**src/rtl/core_l1i_cache_pkg.sv**
```systemverilog
// ============================================================================
// core_l1i_cache_pkg : shared geometry defaults and FSM encodings for the L1I
// Revision: 1.0
// ============================================================================
`default_nettype none

package core_l1i_cache_pkg;

  localparam int L1I_DEF_LINE_WORDS = 4;
  localparam int L1I_DEF_SETS       = 16;

  localparam logic [0:0] c_l1i_idle   = 1'b0;
  localparam logic [0:0] c_l1i_refill = 1'b1;

endpackage

`default_nettype wire

```
**src/rtl/core_l1i_array.sv**
```systemverilog
// ============================================================================
// core_l1i_array : flop-based valid/tag/data storage, async read, sync write
// Revision: 1.0
// ============================================================================
`default_nettype none

module core_l1i_array import core_l1i_cache_pkg::*; #(
  parameter int LINE_WORDS = L1I_DEF_LINE_WORDS,
  parameter int SETS       = L1I_DEF_SETS,
  parameter int TAG_W      = 24
) (
  input  logic                          clk,
  input  logic                          n_rst,
  input  logic [$clog2(SETS)-1:0]       rd_index,
  input  logic [$clog2(LINE_WORDS)-1:0] rd_word,
  output logic                          rd_valid,
  output logic [TAG_W-1:0]              rd_tag,
  output logic [31:0]                   rd_data,
  input  logic                          wr_en,
  input  logic [$clog2(SETS)-1:0]       wr_index,
  input  logic [$clog2(LINE_WORDS)-1:0] wr_word,
  input  logic [31:0]                   wr_data,
  input  logic                          fill_en,
  input  logic                          fill_valid,
  input  logic [TAG_W-1:0]              fill_tag,
  input  logic                          flush
);

  logic [SETS-1:0]  r_valid;
  logic [TAG_W-1:0] r_tag  [SETS];
  logic [31:0]      r_data [SETS][LINE_WORDS];

  // Flush wins over a same-cycle fill so a line completing under fence.i stays invalid
  always_ff @(posedge clk or negedge n_rst) begin
    if (!n_rst) begin
      r_valid <= '0;
    end else if (flush) begin
      r_valid <= '0;
    end else if (fill_en) begin
      r_valid[wr_index] <= fill_valid;
    end
  end

  always_ff @(posedge clk) begin
    if (wr_en) begin
      r_data[wr_index][wr_word] <= wr_data;
    end
    if (fill_en) begin
      r_tag[wr_index] <= fill_tag;
    end
  end

  assign rd_valid = r_valid[rd_index];
  assign rd_tag   = r_tag[rd_index];
  assign rd_data  = r_data[rd_index][rd_word];

endmodule

`default_nettype wire

```
**src/rtl/core_l1i_cache.sv**
```systemverilog
// ============================================================================
// core_l1i_cache : direct-mapped L1 instruction cache with word-serial refill
// Revision: 1.0
// ============================================================================
`default_nettype none

module core_l1i_cache import core_l1i_cache_pkg::*; #(
  parameter int LINE_WORDS = L1I_DEF_LINE_WORDS,
  parameter int SETS       = L1I_DEF_SETS
) (
  input  logic        clk,
  input  logic        n_rst,
  input  logic [31:0] l1i_addr_in,
  input  logic        l1i_val_in,
  input  logic        l1i_flush_in,
  output logic [31:0] l1i_data_out,
  output logic        l1i_ack_out,
  output logic        l1i_stall_out,
  output logic        mem_req_out,
  output logic [31:0] mem_addr_out,
  input  logic        mem_ack_in,
  input  logic [31:0] mem_data_in
);

  localparam int c_wb    = $clog2(LINE_WORDS);
  localparam int c_ib    = $clog2(SETS);
  localparam int c_tag_w = 32 - c_wb - c_ib - 2;
  localparam int c_tag_lo = c_wb + c_ib + 2;
  localparam logic [c_wb-1:0] c_last_beat = c_wb'(LINE_WORDS - 1);

  logic [0:0]         r_state;
  logic [0:0]         w_state_nxt;
  logic [31:0]        r_base;
  logic [c_wb-1:0]    r_beat;
  logic               r_flush_pend;

  logic [c_wb-1:0]    w_word;
  logic [c_ib-1:0]    w_index;
  logic [c_tag_w-1:0] w_tag;
  logic               w_rd_valid;
  logic [c_tag_w-1:0] w_rd_tag;
  logic [31:0]        w_rd_data;
  logic               w_hit;
  logic               w_miss;
  logic               w_beat_ack;
  logic               w_last_ack;
  logic               w_unused;

  assign w_word   = l1i_addr_in[c_wb+1:2];
  assign w_index  = l1i_addr_in[c_tag_lo-1:c_wb+2];
  assign w_tag    = l1i_addr_in[31:c_tag_lo];
  assign w_unused = ^l1i_addr_in[1:0];

  assign w_hit      = l1i_val_in & w_rd_valid & (w_rd_tag == w_tag) & (r_state == c_l1i_idle);
  assign w_miss     = (r_state == c_l1i_idle) & l1i_val_in & ~w_hit;
  assign w_beat_ack = (r_state == c_l1i_refill) & mem_ack_in;
  // Explicit compare; the beat counter's natural wrap is never used as the end marker
  assign w_last_ack = w_beat_ack & (r_beat == c_last_beat);

  core_l1i_array #(
    .LINE_WORDS (LINE_WORDS),
    .SETS       (SETS),
    .TAG_W      (c_tag_w)
  ) u_array (
    .clk        (clk),
    .n_rst      (n_rst),
    .rd_index   (w_index),
    .rd_word    (w_word),
    .rd_valid   (w_rd_valid),
    .rd_tag     (w_rd_tag),
    .rd_data    (w_rd_data),
    .wr_en      (w_beat_ack),
    .wr_index   (r_base[c_tag_lo-1:c_wb+2]),
    .wr_word    (r_beat),
    .wr_data    (mem_data_in),
    .fill_en    (w_last_ack),
    .fill_valid (~(r_flush_pend | l1i_flush_in)),
    .fill_tag   (r_base[31:c_tag_lo]),
    .flush      (l1i_flush_in)
  );

  always_ff @(posedge clk or negedge n_rst) begin
    if (!n_rst) begin
      r_state <= c_l1i_idle;
    end else begin
      r_state <= w_state_nxt;
    end
  end

  always_comb begin
    w_state_nxt = r_state;
    case (r_state)
      c_l1i_idle:   if (w_miss)     w_state_nxt = c_l1i_refill;
      c_l1i_refill: if (w_last_ack) w_state_nxt = c_l1i_idle;
      default:                      w_state_nxt = c_l1i_idle;
    endcase
  end

  // Refill bookkeeping: the latched base keeps the burst going through redirects
  always_ff @(posedge clk or negedge n_rst) begin
    if (!n_rst) begin
      r_base       <= '0;
      r_beat       <= '0;
      r_flush_pend <= 1'b0;
    end else begin
      if (w_miss) begin
        r_base <= {l1i_addr_in[31:c_wb+2], {(c_wb+2){1'b0}}};
        r_beat <= '0;
      end else if (w_beat_ack) begin
        r_beat <= r_beat + c_wb'(1);
      end
      if (w_last_ack) begin
        r_flush_pend <= 1'b0;
      end else if (l1i_flush_in && (r_state == c_l1i_refill)) begin
        r_flush_pend <= 1'b1;
      end
    end
  end

  always_comb begin
    l1i_ack_out   = w_hit;
    l1i_data_out  = w_hit ? w_rd_data : 32'd0;
    l1i_stall_out = w_miss | (r_state == c_l1i_refill);
    mem_req_out   = (r_state == c_l1i_refill);
    mem_addr_out  = 32'd0;
    if (r_state == c_l1i_refill) begin
      mem_addr_out = r_base + {{(30-c_wb){1'b0}}, r_beat, 2'b00};
    end
  end

endmodule

`default_nettype wire

```
**config.mk**
```make
export PLATFORM = sky130hd
export DESIGN_NAME = core_l1i_cache
export DESIGN_NICKNAME = d
export VERILOG_FILES = /design/src/rtl/core_l1i_cache_pkg.sv /design/src/rtl/core_l1i_array.sv /design/src/rtl/core_l1i_cache.sv
export SDC_FILE = /design/constraint.sdc
export NUM_CORES = 2
export LEC_CHECK = 0
export BUFFER_PORTS_ARGS = -buffer_cell sky130_fd_sc_hd__buf_4
export CORE_MARGIN = 3
export CORE_UTILIZATION = 67
export DETAILED_ROUTE_END_ITERATION = 8
export GPL_TIMING_DRIVEN = 0
export PLACE_DENSITY_LB_ADDON = 0.05
export SLEW_MARGIN = 25
export SYNTH_ARGS = -nofsm -noshare
export SYNTH_HDL_FRONTEND = slang
export SYNTH_SLANG_ARGS = --single-unit
```
**constraint.sdc**
```tcl
create_clock -name clk -period 7.1 [get_ports clk]
set_clock_uncertainty 0.15 [all_clocks]
set_input_delay 1.065 -clock clk [delete_from_list [all_inputs] [get_ports clk]]
set_output_delay 1.065 -clock clk [all_outputs]
set_load 0.03 [all_outputs]
```
### After elaboration in Yosys (flattened, before gate mapping)

Memory sizes are Yosys's and may differ from the RTL's.
Cells that the tools add are included.
W data, S select, Z words.

| word-level totals | value |
|---|---|
| register bits after elaboration | 48 |
| latch bits | 0 |
| bits in writable memories | 2432 |
| ROM bits | 0 |
| input port bits | 69 |
| word-level logic and storage cells | 62 |
| memories kept | 2 |

| cells by class | value |
|---|---|
| add/subtract/negate cells | 2 |
| multiply operators | 0 |
| div/mod/pow operators | 0 |
| $lt $le $gt $ge | 6 |
| equal/unequal tests | 2 |
| shifts and indexed selects | 0 |
| multiplexer cells | 25 |
| bitwise logic cells | 14 |
| reductions and logical operators | 6 |

Memory list:

| name | words | width | read ports | clocked after memory_dff | write ports | RTL line | source |
|---|---|---|---|---|---|---|---|
| u_array.r_data | 16 | 128 | 1 | 0 | 1 | core_l1i_array.sv:31 | `logic [31:0] r_data [SETS][LINE_WORDS];` |
| u_array.r_tag | 16 | 24 | 1 | 0 | 1 | core_l1i_array.sv:30 | `logic [TAG_W-1:0] r_tag [SETS];` |

Operator list:

| operator | number |
|---|---|
| $mux W32 | 5 |
| $mux W128 | 1 |
| $bmux W32 S2 | 1 |
| $demux W32 S2 | 1 |
| $add A32 B4 Y32 | 1 |
| $mux W16 | 2 |
| $eq A24 B24 Y1 | 1 |
| $bwmux W16 | 1 |
| $lt A4 B5 Y1 const B | 2 |
| $mux W1 | 9 |
| $and A1 B1 Y1 | 7 |
| $ge A3 B3 Y1 const B | 2 |
| $not A2 Y3 | 2 |
| $reduce_bool A2 Y1 | 3 |
| $bmux W1 S4 | 1 |
| $demux W1 S4 | 1 |
| $ge A4 B1 Y1 const B | 1 |
| $mux W2 | 2 |
| $logic_and A1 B1 Y1 | 3 |
| $lt A3 B1 Y1 const B | 1 |
| $not A1 Y1 | 3 |
| $add A2 B1 Y2 const B | 1 |
| $eq A2 B2 Y1 const B | 1 |
| $or A1 B1 Y1 | 2 |
| $pmux W1 S2 | 1 |

### Depth between registers and ports, before layout

| depth | value |
|---|---|
| depth in word-level cells | 9 |
| gate-level depth with buffers | 14 |
| depth with buffers taken out | 8 |

### Modules after synthesis

A second synthesis with hierarchy kept.

| second synthesis, totals | value |
|---|---|
| cells, all modules | 4067 |
| area total of the unflattened synthesis | 95166.3 um^2 |

By module, submodules not included:

| module | instances | cells each | area an instance (um^2) |
|---|---|---|---|
| core_l1i_array | 1 | 3878 | 93084.3 |
| core_l1i_cache | 1 | 189 | 2082.0 |

### Worst setup path after synthesis

Ideal clock, no wire load.

| timing | value |
|---|---|
| path type | in2out |
| start point | in l1i_addr_in[5] |
| end point | out l1i_data_out[0] |
| arrival time | 4.250 ns |
| setup slack | 1.635 ns |
| stages | 10 |
| path buffers | 3 |
| path through | buf_6 buf_6 mux4_2 mux4_2 xor2_1 or3b_1 nor4_1 nand3_1 buf_2 a311oi_1 |

| between the ends | value |
|---|---|
| cells in the longest elaborated chain, start to end | 6 |

Ends and longest elaborated chain:

| what | RTL line | source |
|---|---|---|
| start, declared | core_l1i_cache.sv:13 | `input logic [31:0] l1i_addr_in,` |
| branches (longest 5 deep; another with $mem_v2 Z16 W24) | - |  |
| $mux W32 (*) | core_l1i_cache.sv:122 | `l1i_data_out = w_hit ? w_rd_data : 32'd0;` |
| end, declared | core_l1i_cache.sv:16 | `output logic [31:0] l1i_data_out,` |

Every way passes the cells marked *. The select of a mux whose other input is x is not followed.

### Worst setup path after layout

| timing | value |
|---|---|
| start point | in l1i_addr_in[4] |
| end point | out l1i_data_out[13] |

The elaborated chain is that of the path after synthesis.

==> impl_metrics.ini <==
[clocking]
cts_hold_buf = 0
insertion_delay_ns = 0.86
postCtsSetupRepairBufs = 0
clock_sinks = 2480
cts_resized = 23
cts_inserted_buffers = 232
htree_levels = 4
clk_pin_slew_ns = 0.06
cts_tree = built
clk_path_buf_depth = 3
root_buffer = clkbuf_16

[timing]
final.min_clock_period_ns = 7.05
setup_slack_ns = 0.0456
worst_pin_slew_ns = 1.16
slew_viol_final = 0
hold_viol = 0
timing.slew.headroom_pct = 23.0
setup_viol = 0
min_period_over_period_pct = 99.4
fmax_mhz = 142

[synth]
ys_types = 61
synth_area_leaders = edfxtp_1 76%, mux4_2 17%, dfrtp_1 1.3%
synth-seq-cells = 2480
yosysTopAreaCell = edfxtp_1
syn_inst = 3923
async_flop_share_pct = 1.94
synth.cell_area_sq_um = 95600
yosys_warnings = 0
ys_seq_area_share_pct = 77.6
synth_top_area_share_pct = 76.4
synth_edf_count = 2432
syn_area_per_cell_sq_um = 24.4
synthFlopType = edfxtp_1

[finish]
most-common-layout-cells = 2432 x edfxtp_1, 742 x mux4_2, 237 x clkbuf_16, 141 x buf_4, 121 x clkbuf_1
drive_gt1_share_pct = 34.5
final_core_util_pct = 78.1
area_delta_synth_final_pct = 15.6
multi_input_area_sq_um = 20900
n_fill_cell = 6756
layout_commonest_cell = edfxtp_1
final_cells = 6520
final_nets = 4496
regArea_sq_um = 74200

[detailed_routing]
post-route-drc-count = 0
detail_route.wl_per_cell_um = 41.0
wl_mm = 267
ant_nets = 0
num_vias = 48475
viasPerCell = 7.43
drt_iter0_markers = 8087
dr.pass1.iters = 7

[setup_path]
path_cells = buf_6 > buf_12 > buf_6 > buf_6 > buf_4 > buf_4 > mux4_2 > xor2_1 > or3b_1 > nor4_1 > nand3_4 > buf_2 > a311oi_1 > buf_4
cp_data_arrival_time_ns = 5.84
crit_required_ns = 5.88
end_kind = output pin
crit_path_start_kind = input pin
max_stage_delay_ns = 0.70
critPathSlowestCell = a311oi_1
critical_path_peak_fanout = 10
path_class = in2out

[run]
max-cap-violations = 0

[die]
start_util_pct = 67.5
die_y_um = 384
fp.dieW_um = 384
core_sq_um = 142000
die_area_sq_um = 147000
rows = 138
io_pins = 136

[power]
leakage_nw = 35.1
p_per_area_nw_per_um2 = 299
ir_drop_mv = 0.353

[grt]
top_usage_layer = met2
grt_max_degree = 65
met1_usage_pct = 52.8
grt_pass1_vias = 49261
grt_first_pass_wirelength_mm = 378
grt-ovfl-total = 0
grt.met3_usage_pct = 9.61
antenna_found_initial = 14
grt_use_met2_pct = 57.8
grt_usage_pct = 37.5

[status]
status = completed

[place]
port-buffer-count = 125
dp_slack_ns = -0.482
dp_hpwl_mm = 159
dpl.cell_count = 6079
place.gp.congestion = 0.859

[min_path]
hp-class = in2async
[critical path: cells and delay by family]
kind	cells	cell delay [ns]
muxes	1	0.37
and+or+nand+nor	3	1.22
AOI/OAI and AO/OA	1	0.70
buffers and inverters	8	2.20
xor gates and xnor gates	1	0.25
[synth_stat cells, types with 20 or more instances]
| library cell | number |
|---|---|
| nor2b_1 | 34 |
| edfxtp_1 | 2432 |
| mux2i_1 | 53 |
| dfrtp_1 | 48 |
| o21ai_0 | 21 |
| nor2_1 | 75 |
| and2_1 | 38 |
| nand2_1 | 43 |
| mux4_2 | 742 |
| clkbuf_1 | 97 |
| a211oi_1 | 26 |
| a21oi_1 | 24 |
| buf_2 | 70 |
| mux2_4 | 20 |
[where the power goes]
part,switching [mW],leakage [nW],internal [mW]
Clock,5.39,3.67,6.94
Sequential,0.486,22.5,17.0
Combinational,2.05,8.92,1.21
[metal layers]
layer	part of all wire (%)	wire [um]
met1	34	91400
met2	48	128000
met3	13	34600
met4	4.8	12900
met5	0.044	118
[cell families after synthesis]
logic type,count (synthesis),share of synthesized area [%]
flip-flops,2480,77.6
multiplexers,839,18.8
AND/OR/NAND/NOR,240,1.27
buffers and inverters,224,1.19
AO/OA/AOI/OAI,110,0.794
XOR/XNOR,25,0.229
adder cells (fa/ha/maj),4,0.0523
other,1,0.00392
[registers in the layout, indices dropped and copies added, names as in the netlist]
signal           count
u_array.r_valid     16
r_beat               2
mem_req_out          1
u_array.r_data    2048
u_array.r_tag      384
r_base              28
r_flush_pend         1
[area by class of cell]
type	count	area share (%)
antenna	7	0.0158
buffer	214	1.06
clock buffer	307	5.70
clock inverter	127	1.04
inverter	9	0.0305
multi-input combinational	1220	18.9
sequential	2480	67.1
tap	1890	2.14
timing repair buffer	266	4.04
[stage by stage]
| step | total power, mW | area [sq um] | setup TNS, ns | hold WS (ns) |
|---|---|---|---|---|
| floorplan | 19.2 | 95600 | 0 | 0.361 |
| global placement | 20.5 | 98900 | -1585.76 | 0.375 |
| detailed placement | 20.9 | 103000 | -4.64 | 0.386 |
| CTS | 33.0 | 111000 | 0 | 0.0940 |
| global route | 33.7 | 111000 | -0.0324 | 0.141 |
| finish | 33.0 | 111000 | 0 | 0.127 |
[path summary, 6_finish.rpt]
check	from	endpoint	slack, ns	cells after the start
max	l1i_addr_in[4]	l1i_data_out[13]	0.05	14
min	n_rst	r_base[15]	0.13	1
max reg2reg	mem_req_out	u_array.r_tag[7][16]	2.94	9
min reg2reg	u_array.r_valid[2]	u_array.r_valid[2]	0.42	2
max in group asynchronous	n_rst	r_base[7]	6.15	1
min in group clk	l1i_addr_in[24]	r_base[24]	0.32	2
Power figures use the tool's default switching activity.
